`config.mk`:
```
export PLATFORM = sky130hd
export DESIGN_NAME = sdram_write
export DESIGN_NICKNAME = d
export VERILOG_FILES = /design/src/rtl/sdram_cmd_pkg.sv /design/src/rtl/sdram_write.sv
export SDC_FILE = /design/constraint.sdc
export NUM_CORES = 1
export LEC_CHECK = 0
export ABC_CLOCK_PERIOD_IN_PS = 2600
export BUFFER_PORTS_ARGS = -buffer_cell sky130_fd_sc_hd__buf_2
export CAP_MARGIN = 30
export CORE_MARGIN = 2
export CORE_UTILIZATION = 56
export DETAILED_ROUTE_END_ITERATION = 10
export PLACE_DENSITY = 0.8
export SYNTH_ARGS = -nofsm -noshare
export SYNTH_HDL_FRONTEND = slang
export SYNTH_SLANG_ARGS = --single-unit
```
`constraint.sdc`:
```
create_clock -name CLK -period 2.6 [get_ports CLK]
set_input_delay 0.13 -clock CLK [delete_from_list [all_inputs] [get_ports CLK]]
set_output_delay 0.13 -clock CLK [all_outputs]
set_load 0.02 [all_outputs]
```
`src/rtl/sdram_cmd_pkg.sv`:
```
// Command encodings, sequencer states and address constants shared by the
// SDRAM read sequencer, write sequencer and bus arbiter.
package sdram_cmd_pkg;

    // {CSn, RASn, CASn, WEn}
    typedef enum logic [3:0] {
        CMD_NOP  = 4'b0111,
        CMD_ACT  = 4'b0011,
        CMD_RD   = 4'b0101,
        CMD_WR   = 4'b0100,
        CMD_PRE  = 4'b0010,
        CMD_AREF = 4'b0001
    } sdram_cmd_e;

    // One-hot sequencer states
    typedef enum logic [4:0] {
        ST_IDLE = 5'b00001,
        ST_REQ  = 5'b00010,
        ST_ACT  = 5'b00100,
        ST_WR   = 5'b01000,
        ST_PRE  = 5'b10000
    } seq_state_e;

    // A10 high during PRE selects precharge-all
    localparam logic [11:0] A10_PRECHARGE_ALL = 12'h400;

    // Burst index of the last 4-beat burst in a 512-column row (col 508)
    localparam logic [6:0] LAST_BURST_IN_ROW = 7'd127;

endpackage

```
`src/rtl/sdram_write.sv`:
```
// Write-path command sequencer: requests the bus, opens rows with ACT,
// issues 4-beat WR bursts fed from a first-word-fall-through source,
// closes rows with PRE and yields to refresh only at burst boundaries.
module sdram_write
    import sdram_cmd_pkg::*;
#(
    parameter int unsigned ROW_NUM = 2,
    parameter int unsigned T_RCD   = 3,
    parameter int unsigned T_RP    = 3
) (
    input  logic        CLK,
    input  logic        RST,
    input  logic        wr_trig,
    input  logic        wr_en,
    input  logic        ref_req,
    output logic        wr_req,
    output logic        flag_wr_end,
    output logic        wr_done,
    output logic [3:0]  wr_cmd,
    output logic [11:0] wr_addr,
    output logic [1:0]  bank_addr,
    output logic        wr_dat_req,
    input  logic [15:0] wr_din,
    output logic [15:0] sd_wr_data
);

    localparam logic [3:0]  ACT_LAST = 4'(T_RCD - 1);
    localparam logic [3:0]  PRE_LAST = 4'(T_RP - 1);
    localparam logic [11:0] ROW_LAST = 12'(ROW_NUM - 1);

    seq_state_e  state_q;
    logic [11:0] row_q;
    logic [6:0]  burst_q;
    logic [1:0]  beat_q;
    logic [3:0]  act_cnt_q;
    logic [3:0]  pre_cnt_q;
    logic        done_q;
    logic        ref_pend_q;

    logic row_end;
    logic last_burst;

    assign row_end    = (burst_q == LAST_BURST_IN_ROW);
    assign last_burst = row_end && (row_q == ROW_LAST);

    assign wr_req     = (state_q == ST_REQ);
    assign wr_dat_req = (state_q == ST_WR);
    assign bank_addr  = 2'b00;

    // Sequencer FSM, address/beat counters and registered command outputs
    always_ff @(posedge CLK or posedge RST) begin
        if (RST) begin
            state_q     <= ST_IDLE;
            row_q       <= '0;
            burst_q     <= '0;
            beat_q      <= '0;
            act_cnt_q   <= '0;
            pre_cnt_q   <= '0;
            done_q      <= 1'b0;
            ref_pend_q  <= 1'b0;
            wr_cmd      <= CMD_NOP;
            wr_addr     <= '0;
            sd_wr_data  <= '0;
            flag_wr_end <= 1'b0;
            wr_done     <= 1'b0;
        end else begin
            wr_cmd      <= CMD_NOP;
            flag_wr_end <= 1'b0;
            wr_done     <= 1'b0;

            if (wr_dat_req) begin
                sd_wr_data <= wr_din;
            end

            unique case (state_q)
                ST_IDLE: begin
                    if (wr_trig) begin
                        state_q    <= ST_REQ;
                        row_q      <= '0;
                        burst_q    <= '0;
                        beat_q     <= '0;
                        done_q     <= 1'b0;
                        ref_pend_q <= 1'b0;
                    end
                end

                ST_REQ: begin
                    if (wr_en) begin
                        state_q   <= ST_ACT;
                        act_cnt_q <= '0;
                    end
                end

                ST_ACT: begin
                    wr_addr <= row_q;
                    if (act_cnt_q == '0) begin
                        wr_cmd <= CMD_ACT;
                    end
                    if (act_cnt_q == ACT_LAST) begin
                        state_q   <= ST_WR;
                        act_cnt_q <= '0;
                        beat_q    <= '0;
                    end else begin
                        act_cnt_q <= act_cnt_q + 4'd1;
                    end
                end

                ST_WR: begin
                    wr_addr <= {3'b000, burst_q, beat_q};
                    if (beat_q == 2'd0) begin
                        wr_cmd <= CMD_WR;
                    end
                    beat_q <= beat_q + 2'd1;
                    if (beat_q == 2'd3) begin
                        // The burst counter advances on every non-final burst end,
                        // including refresh yields, so the write resumes at the next
                        // unwritten burst; at row end it wraps 127->0 by itself.
                        if (last_burst) begin
                            state_q   <= ST_PRE;
                            done_q    <= 1'b1;
                            pre_cnt_q <= '0;
                        end else begin
                            burst_q <= burst_q + 7'd1;
                            if (row_end || ref_req) begin
                                state_q    <= ST_PRE;
                                pre_cnt_q  <= '0;
                                ref_pend_q <= ref_req;
                            end
                            if (row_end) begin
                                row_q <= row_q + 12'd1;
                            end
                        end
                    end
                end

                ST_PRE: begin
                    wr_addr <= A10_PRECHARGE_ALL;
                    if (pre_cnt_q == '0) begin
                        wr_cmd <= CMD_PRE;
                    end
                    if (pre_cnt_q == PRE_LAST) begin
                        pre_cnt_q  <= '0;
                        ref_pend_q <= 1'b0;
                        if (done_q) begin
                            state_q     <= ST_IDLE;
                            flag_wr_end <= 1'b1;
                            wr_done     <= 1'b1;
                        end else if (ref_pend_q || ref_req) begin
                            state_q     <= ST_REQ;
                            flag_wr_end <= 1'b1;
                        end else begin
                            state_q   <= ST_ACT;
                            act_cnt_q <= '0;
                        end
                    end else begin
                        pre_cnt_q <= pre_cnt_q + 4'd1;
                    end
                end

                default: begin
                    state_q <= ST_IDLE;
                end
            endcase
        end
    end

endmodule

```
; Word level (Yosys, flattened, before mapping)
; Cells that the tools add are included.
[totals]
output_inout_bits = 38
regBits = 70
wordCells = 114
in_bits = 21
[classes]
n_eq_ne = 22
mux = 54
n_reduce_logical = 20
add_sub_neg = 5
[op_table]
columns = operator, count
row1 = 12-bit 2-to-1 mux, 4
row2 = 4-bit 2-to-1 mux, 9
row3 = 12-bit one-hot mux with 3 select lines, 1
row4 = 5-bit 2-to-1 mux, 7
row5 = 5-bit one-hot mux with 5 select lines, 1
row6 = 12-bit one-hot mux with 2 select lines, 1
row7 = 7-bit 2-to-1 mux, 3
row8 = 1-bit 2-to-1 mux, 14
row9 = "2-bit inequality test, second input constant", 7
row10 = 7-bit one-hot mux with 2 select lines, 1
row11 = "12-bit by 1-bit adder with 12-bit output, second input constant", 1
row12 = "12-bit by 1-bit == test with 1-bit output, second input constant", 1
row13 = 3-bit 2-to-1 mux, 4
row14 = 4-bit one-hot mux with 3 select lines, 1
row15 = 6-bit AND reduction, 2
row16 = 3-bit nonzero test, 4
row17 = 5-bit AND reduction, 2
row18 = 3-bit one-hot mux with 3 select lines, 1
row19 = "4-bit by 1-bit adder with 4-bit output, second input constant", 2
row20 = "4-bit by 2-bit == test with 1-bit output, second input constant", 2
row21 = 4-bit logical NOT, 2
row22 = "2-bit by 1-bit inequality test with 1-bit output, second input constant", 4
row23 = 4-bit one-hot mux with 2 select lines, 1
row24 = 4-bit AND reduction, 2
row25 = other kinds (19), 24

; Longest topological paths before layout
[depth]
word_depth = 6
depth_mapped = 8
mapped_depth_nobuf = 7

; Least setup slack after synthesis
; No wires, ideal clock.
[synth_path]
path_kind = reg-to-reg
from = register state_q[3]
to = register ref_pend_q
path_buffers = 2
arrival_ns = 2.114
path_stages_with_launch = 8
synth_period_minus_slack_ns = 2.235
slack_ns = 0.365
setup_time_ns = 0.122
path_cell_list = dfrtp_1 -> buf_6 -> or4_4 -> or2_0 -> clkbuf_2 -> a311o_1 -> a211o_1 -> a32o_1
[synth_between]
elab_chain_cells = 3
[synth_lines]
columns = element, line
row1 = "start, declared", sdram_write.sv:31  ; seq_state_e state_q;
row2 = "start signal, assigned", sdram_write.sv:53  ; state_q <= ST_IDLE;
row3 = "start signal, assigned", sdram_write.sv:78  ; state_q <= ST_REQ;
row4 = "start signal, assigned", sdram_write.sv:89  ; state_q <= ST_ACT;
row5 = 5-bit == test (tied with other cells), sdram_write.sv:75  ; unique case (state_q)
row6 = 2-bit inequality test (no line) (tied with other cells), n/a
row7 = 6-bit AND reduction (no line), n/a
row8 = "end signal, assigned", sdram_write.sv:127  ; ref_pend_q <= ref_req;
row9 = "end, declared", sdram_write.sv:38  ; logic ref_pend_q;
; Several ways; a longest one is shown, not always the timed one.
; A chain may end at the register's enable or synchronous reset.

; Final worst setup path
[layout_path]
from = register pre_cnt_q[0]
to = register act_cnt_q[3]
[layout_between]
elab_chain_cells = 3
[layout_lines]
columns = element, line
row1 = "start, declared", sdram_write.sv:36  ; logic [3:0] pre_cnt_q;
row2 = "start signal, assigned", sdram_write.sv:156  ; pre_cnt_q <= pre_cnt_q + 4'd1;
row3 = 4-bit by 2-bit == test with 1-bit output, sdram_write.sv:141  ; if (pre_cnt_q == PRE_LAST) begin
row4 = 2-bit inequality test (no line), n/a
row5 = 5-bit AND reduction (no line), n/a
row6 = "end signal, assigned", sdram_write.sv:104  ; act_cnt_q <= act_cnt_q + 4'd1;
row7 = "end, declared", sdram_write.sv:35  ; logic [3:0] act_cnt_q;
; No other way between the ends.

==> results.txt <==
final hold vios: 0
drt wl/cell: 17.3 microns
EDFF count, synth: 0
Bufs on Longest Clock Path: 2
FF+latch count, synth: 69
Max Freq: 432 MHz
aggregate routed wire length: 9.01 mm
RSZ-0062 raised after global routing: no
# DRC: 0
Nets: 470
Rel. slew slack: 0.368
Clock Sink Count: 69
Fin Setup TNS: 0 ns
CTS tree: yes
Clock Pin Slew Worst Setup and Hold Paths: 0.08 ns
GRT Util Overall: 0.290
Hold Buf Count CTS: 17
Die Wd: 81.7 microns
outcome: completed
Hold Path Class: in2reg
Place WS: 0.386 ns
commonest cells after routing, fill and taps aside: 73 x nand2_1, 65 x dfrtp_1, 55 x buf_2
area of the mapped netlist: 0.00338 sq mm
R2R cell count: 7
share of post-route cells with drive strength above 1: 0.202
Arr. time, crit path: 2.60 ns
Resized Gates After CTS: 0
Netlist cell types: 55
drt via density: 6.01
crit path launch type: flop
reg2reg end: act_cnt_q[3]$_DFFE_PP0P_
Syn Area/Cell: 9.33 sq um
Antenna Nets Post-Route: 0
HP Start: wr_din[13]
initial core utilization: 0.574
Slew Viols, Final: 0
Remaining Overflow, GRT: 0
Worst Hold Endpoint: sd_wr_data[13]$_DFFE_PP0P_
fillers: 449
ys flop type: dfrtp_1
clock skew: 0.00855 ns
DP Area: 0.00376 sq mm
Crit Path Max Fanout: 5
CP Data Required Time: 2.88 ns
routability congestion estimate: 0.946
LEAKAGE: 2.03 nW
Worst Hold Depth: 3
Cells after Synth: 362
endpoints failing setup: 0
die area: 0.00667 sq mm
num ports: 59
Root Buffer: clkbuf_8
CP Capture Type: flop
Async SR Flop Fraction: 1.00
critical path class: reg2reg
Tmin final: 2.32 ns
port buffer count: 55
Peak VDD IR: 0.000563 V
first-pass GRT wire length: 14.5 mm
via count: 3130
R2R Setup Slk: 0.28 ns
power per cell area: 943 mW/mm^2
fin worst setup slack: 0.283 ns
period utilization: 0.891
die height: 81.7 microns
Worst Max-Slew Pin Slew: 0.940 ns
most common cell after layout, fill and taps aside: nand2_1
antenna cells: 0
initial antenna violation count: 0
Std-Cell Rows: 28
Final Cell Area: 0.00414 sq mm
number of H-tree levels: 3
# Post-CTS Setup Buffers: 0
initial drt markers: 316
largest net degree at the start of global routing: 38
Clock Latency Late Sink: 0.36 ns
CTS Buf Count: 9
drt pass-1 iters: 5
vias in the first global route: 2949
Area growth syn-to-layout: 22.6%
sequential fraction of the synthesis area: 0.513
Synth Warn #: 0
post-detail-place hpwl: 5.75 mm
R2R Path Start: pre_cnt_q[0]$_DFFE_PP0P_
max-cap violations: 0
CORE AREA: 0.00589 sq mm
## registers in the layout, summed over array words and instances (netlist names)
signal	flops
sd_wr_data	16
burst_q	7
act_cnt_q	4
beat_q	2
ref_pend_q	1
flag_wr_end	1
done_q	1
row_q	12
pre_cnt_q	4
state_q	5
wr_cmd	3
wr_done	1
wr_addr	12
## layout make-up
cell class | count | area, sq um | share of cell area
sequential | 69 | 1730 | 0.418
inverter | 24 | 90.1 | 0.0218
timing repair buffer | 82 | 533 | 0.129
multi-input combinational | 255 | 1480 | 0.358
clock buffer | 10 | 138 | 0.0332
clock inverter | 6 | 70.1 | 0.0169
tap | 75 | 93.8 | 0.0227
## how the worst max path moves through the flow
| stage | start | to | slack (ns) | cells past startpoint |
|---|---|---|---|---|
| after global routing | state_q[0]$_DFFE_PP1P_ | wr_addr[3]$_DFFE_PP0N_ | 0.17 | 6 |
| after detailed placement | pre_cnt_q[0]$_DFFE_PP0P_ | ref_pend_q$_DFFE_PP0P_ | 0.39 | 7 |
| final | pre_cnt_q[0]$_DFFE_PP0P_ | act_cnt_q[3]$_DFFE_PP0P_ | 0.28 | 7 |
| after global placement | state_q[3]$_DFFE_PP0P_ | act_cnt_q[3]$_DFFE_PP0P_ | 0.44 | 6 |
| after floorplan | state_q[3]$_DFFE_PP0P_ | ref_pend_q$_DFFE_PP0P_ | 0.36 | 7 |
| after CTS | pre_cnt_q[0]$_DFFE_PP0P_ | ref_pend_q$_DFFE_PP0P_ | 0.34 | 7 |
## per-stage QoR
step           hold slack [ns]  std cells  total power [mW]  utilization
2_1_floorplan            0.189        364              2.49            -
3_5_place_dp             0.302        488              2.94        0.639
6_report                0.0211        521              3.90        0.703
4_1_cts               0.000236        521              3.88        0.703
3_3_place_gp             0.301        488              2.90        0.639
5_1_grt                 0.0396        521              4.15        0.703
## critical path, stage by stage (launching register included)
cell,delay [ns]
dfrtp_1,0.42
inv_1,0.12
ha_1,0.16
or3b_2,0.49
nand3_1,0.21
nand2_1,0.16
or4_1,0.52
a21oi_1,0.16
## synthesized netlist by cell type (2+ instances only)
cell / n / area (sq um)
o22ai_1: 3 / 18.8
nor2_1: 16 / 60.1
buf_4: 3 / 22.5
or3_1: 5 / 31.3
inv_1: 23 / 86.3
mux2i_1: 7 / 70.1
nand2_1: 73 / 274
o21ai_0: 21 / 105
clkbuf_1: 11 / 41.3
nand3_1: 20 / 100
o21bai_1: 2 / 15.0
nand3b_1: 3 / 22.5
or3b_2: 2 / 17.5
and4_1: 2 / 17.5
xnor2_1: 5 / 43.8
nor3_1: 16 / 80.1
a222oi_1: 8 / 80.1
and3_1: 7 / 43.8
nor4b_1: 2 / 17.5
o31ai_1: 8 / 60.1
dfstp_2: 4 / 105
dfrtp_1: 65 / 1630
a31oi_1: 3 / 18.8
a211oi_1: 3 / 22.5
a21oi_1: 13 / 65.1
ha_1: 8 / 100
## routing by layer
layer	global-route usage	vias to the layer above	wire length (microns)
li1	-	1443	-
met1	0.382	1517	3770
met2	0.465	147	4450
met3	0.0626	23	585
met4	0.125	0	206
met5	0	-	0
## cell families (layout without fill, tap and decap cells)
logic type      count (synthesis)  in the layout  synth area share
compound gates                 74             74             0.149
xor+xnor                        6              6            0.0156
fa+ha+maj                       8              8            0.0296
buf+inv                        40            122            0.0504
flops                          69             69             0.513
mux                             7              7            0.0207
other cells                     1              3           0.00111
simple gates                  157            157             0.221
## report_power, final
group / leakage (nW) / total [mW] / switching (mW) / internal [mW]
Sequential: 0.884 / 1.57 / 0.223 / 1.35
Combinational: 1.04 / 1.42 / 0.897 / 0.522
Clock: 0.107 / 0.914 / 0.437 / 0.477
No activity file was read; power rests on OpenSTA's default activity.
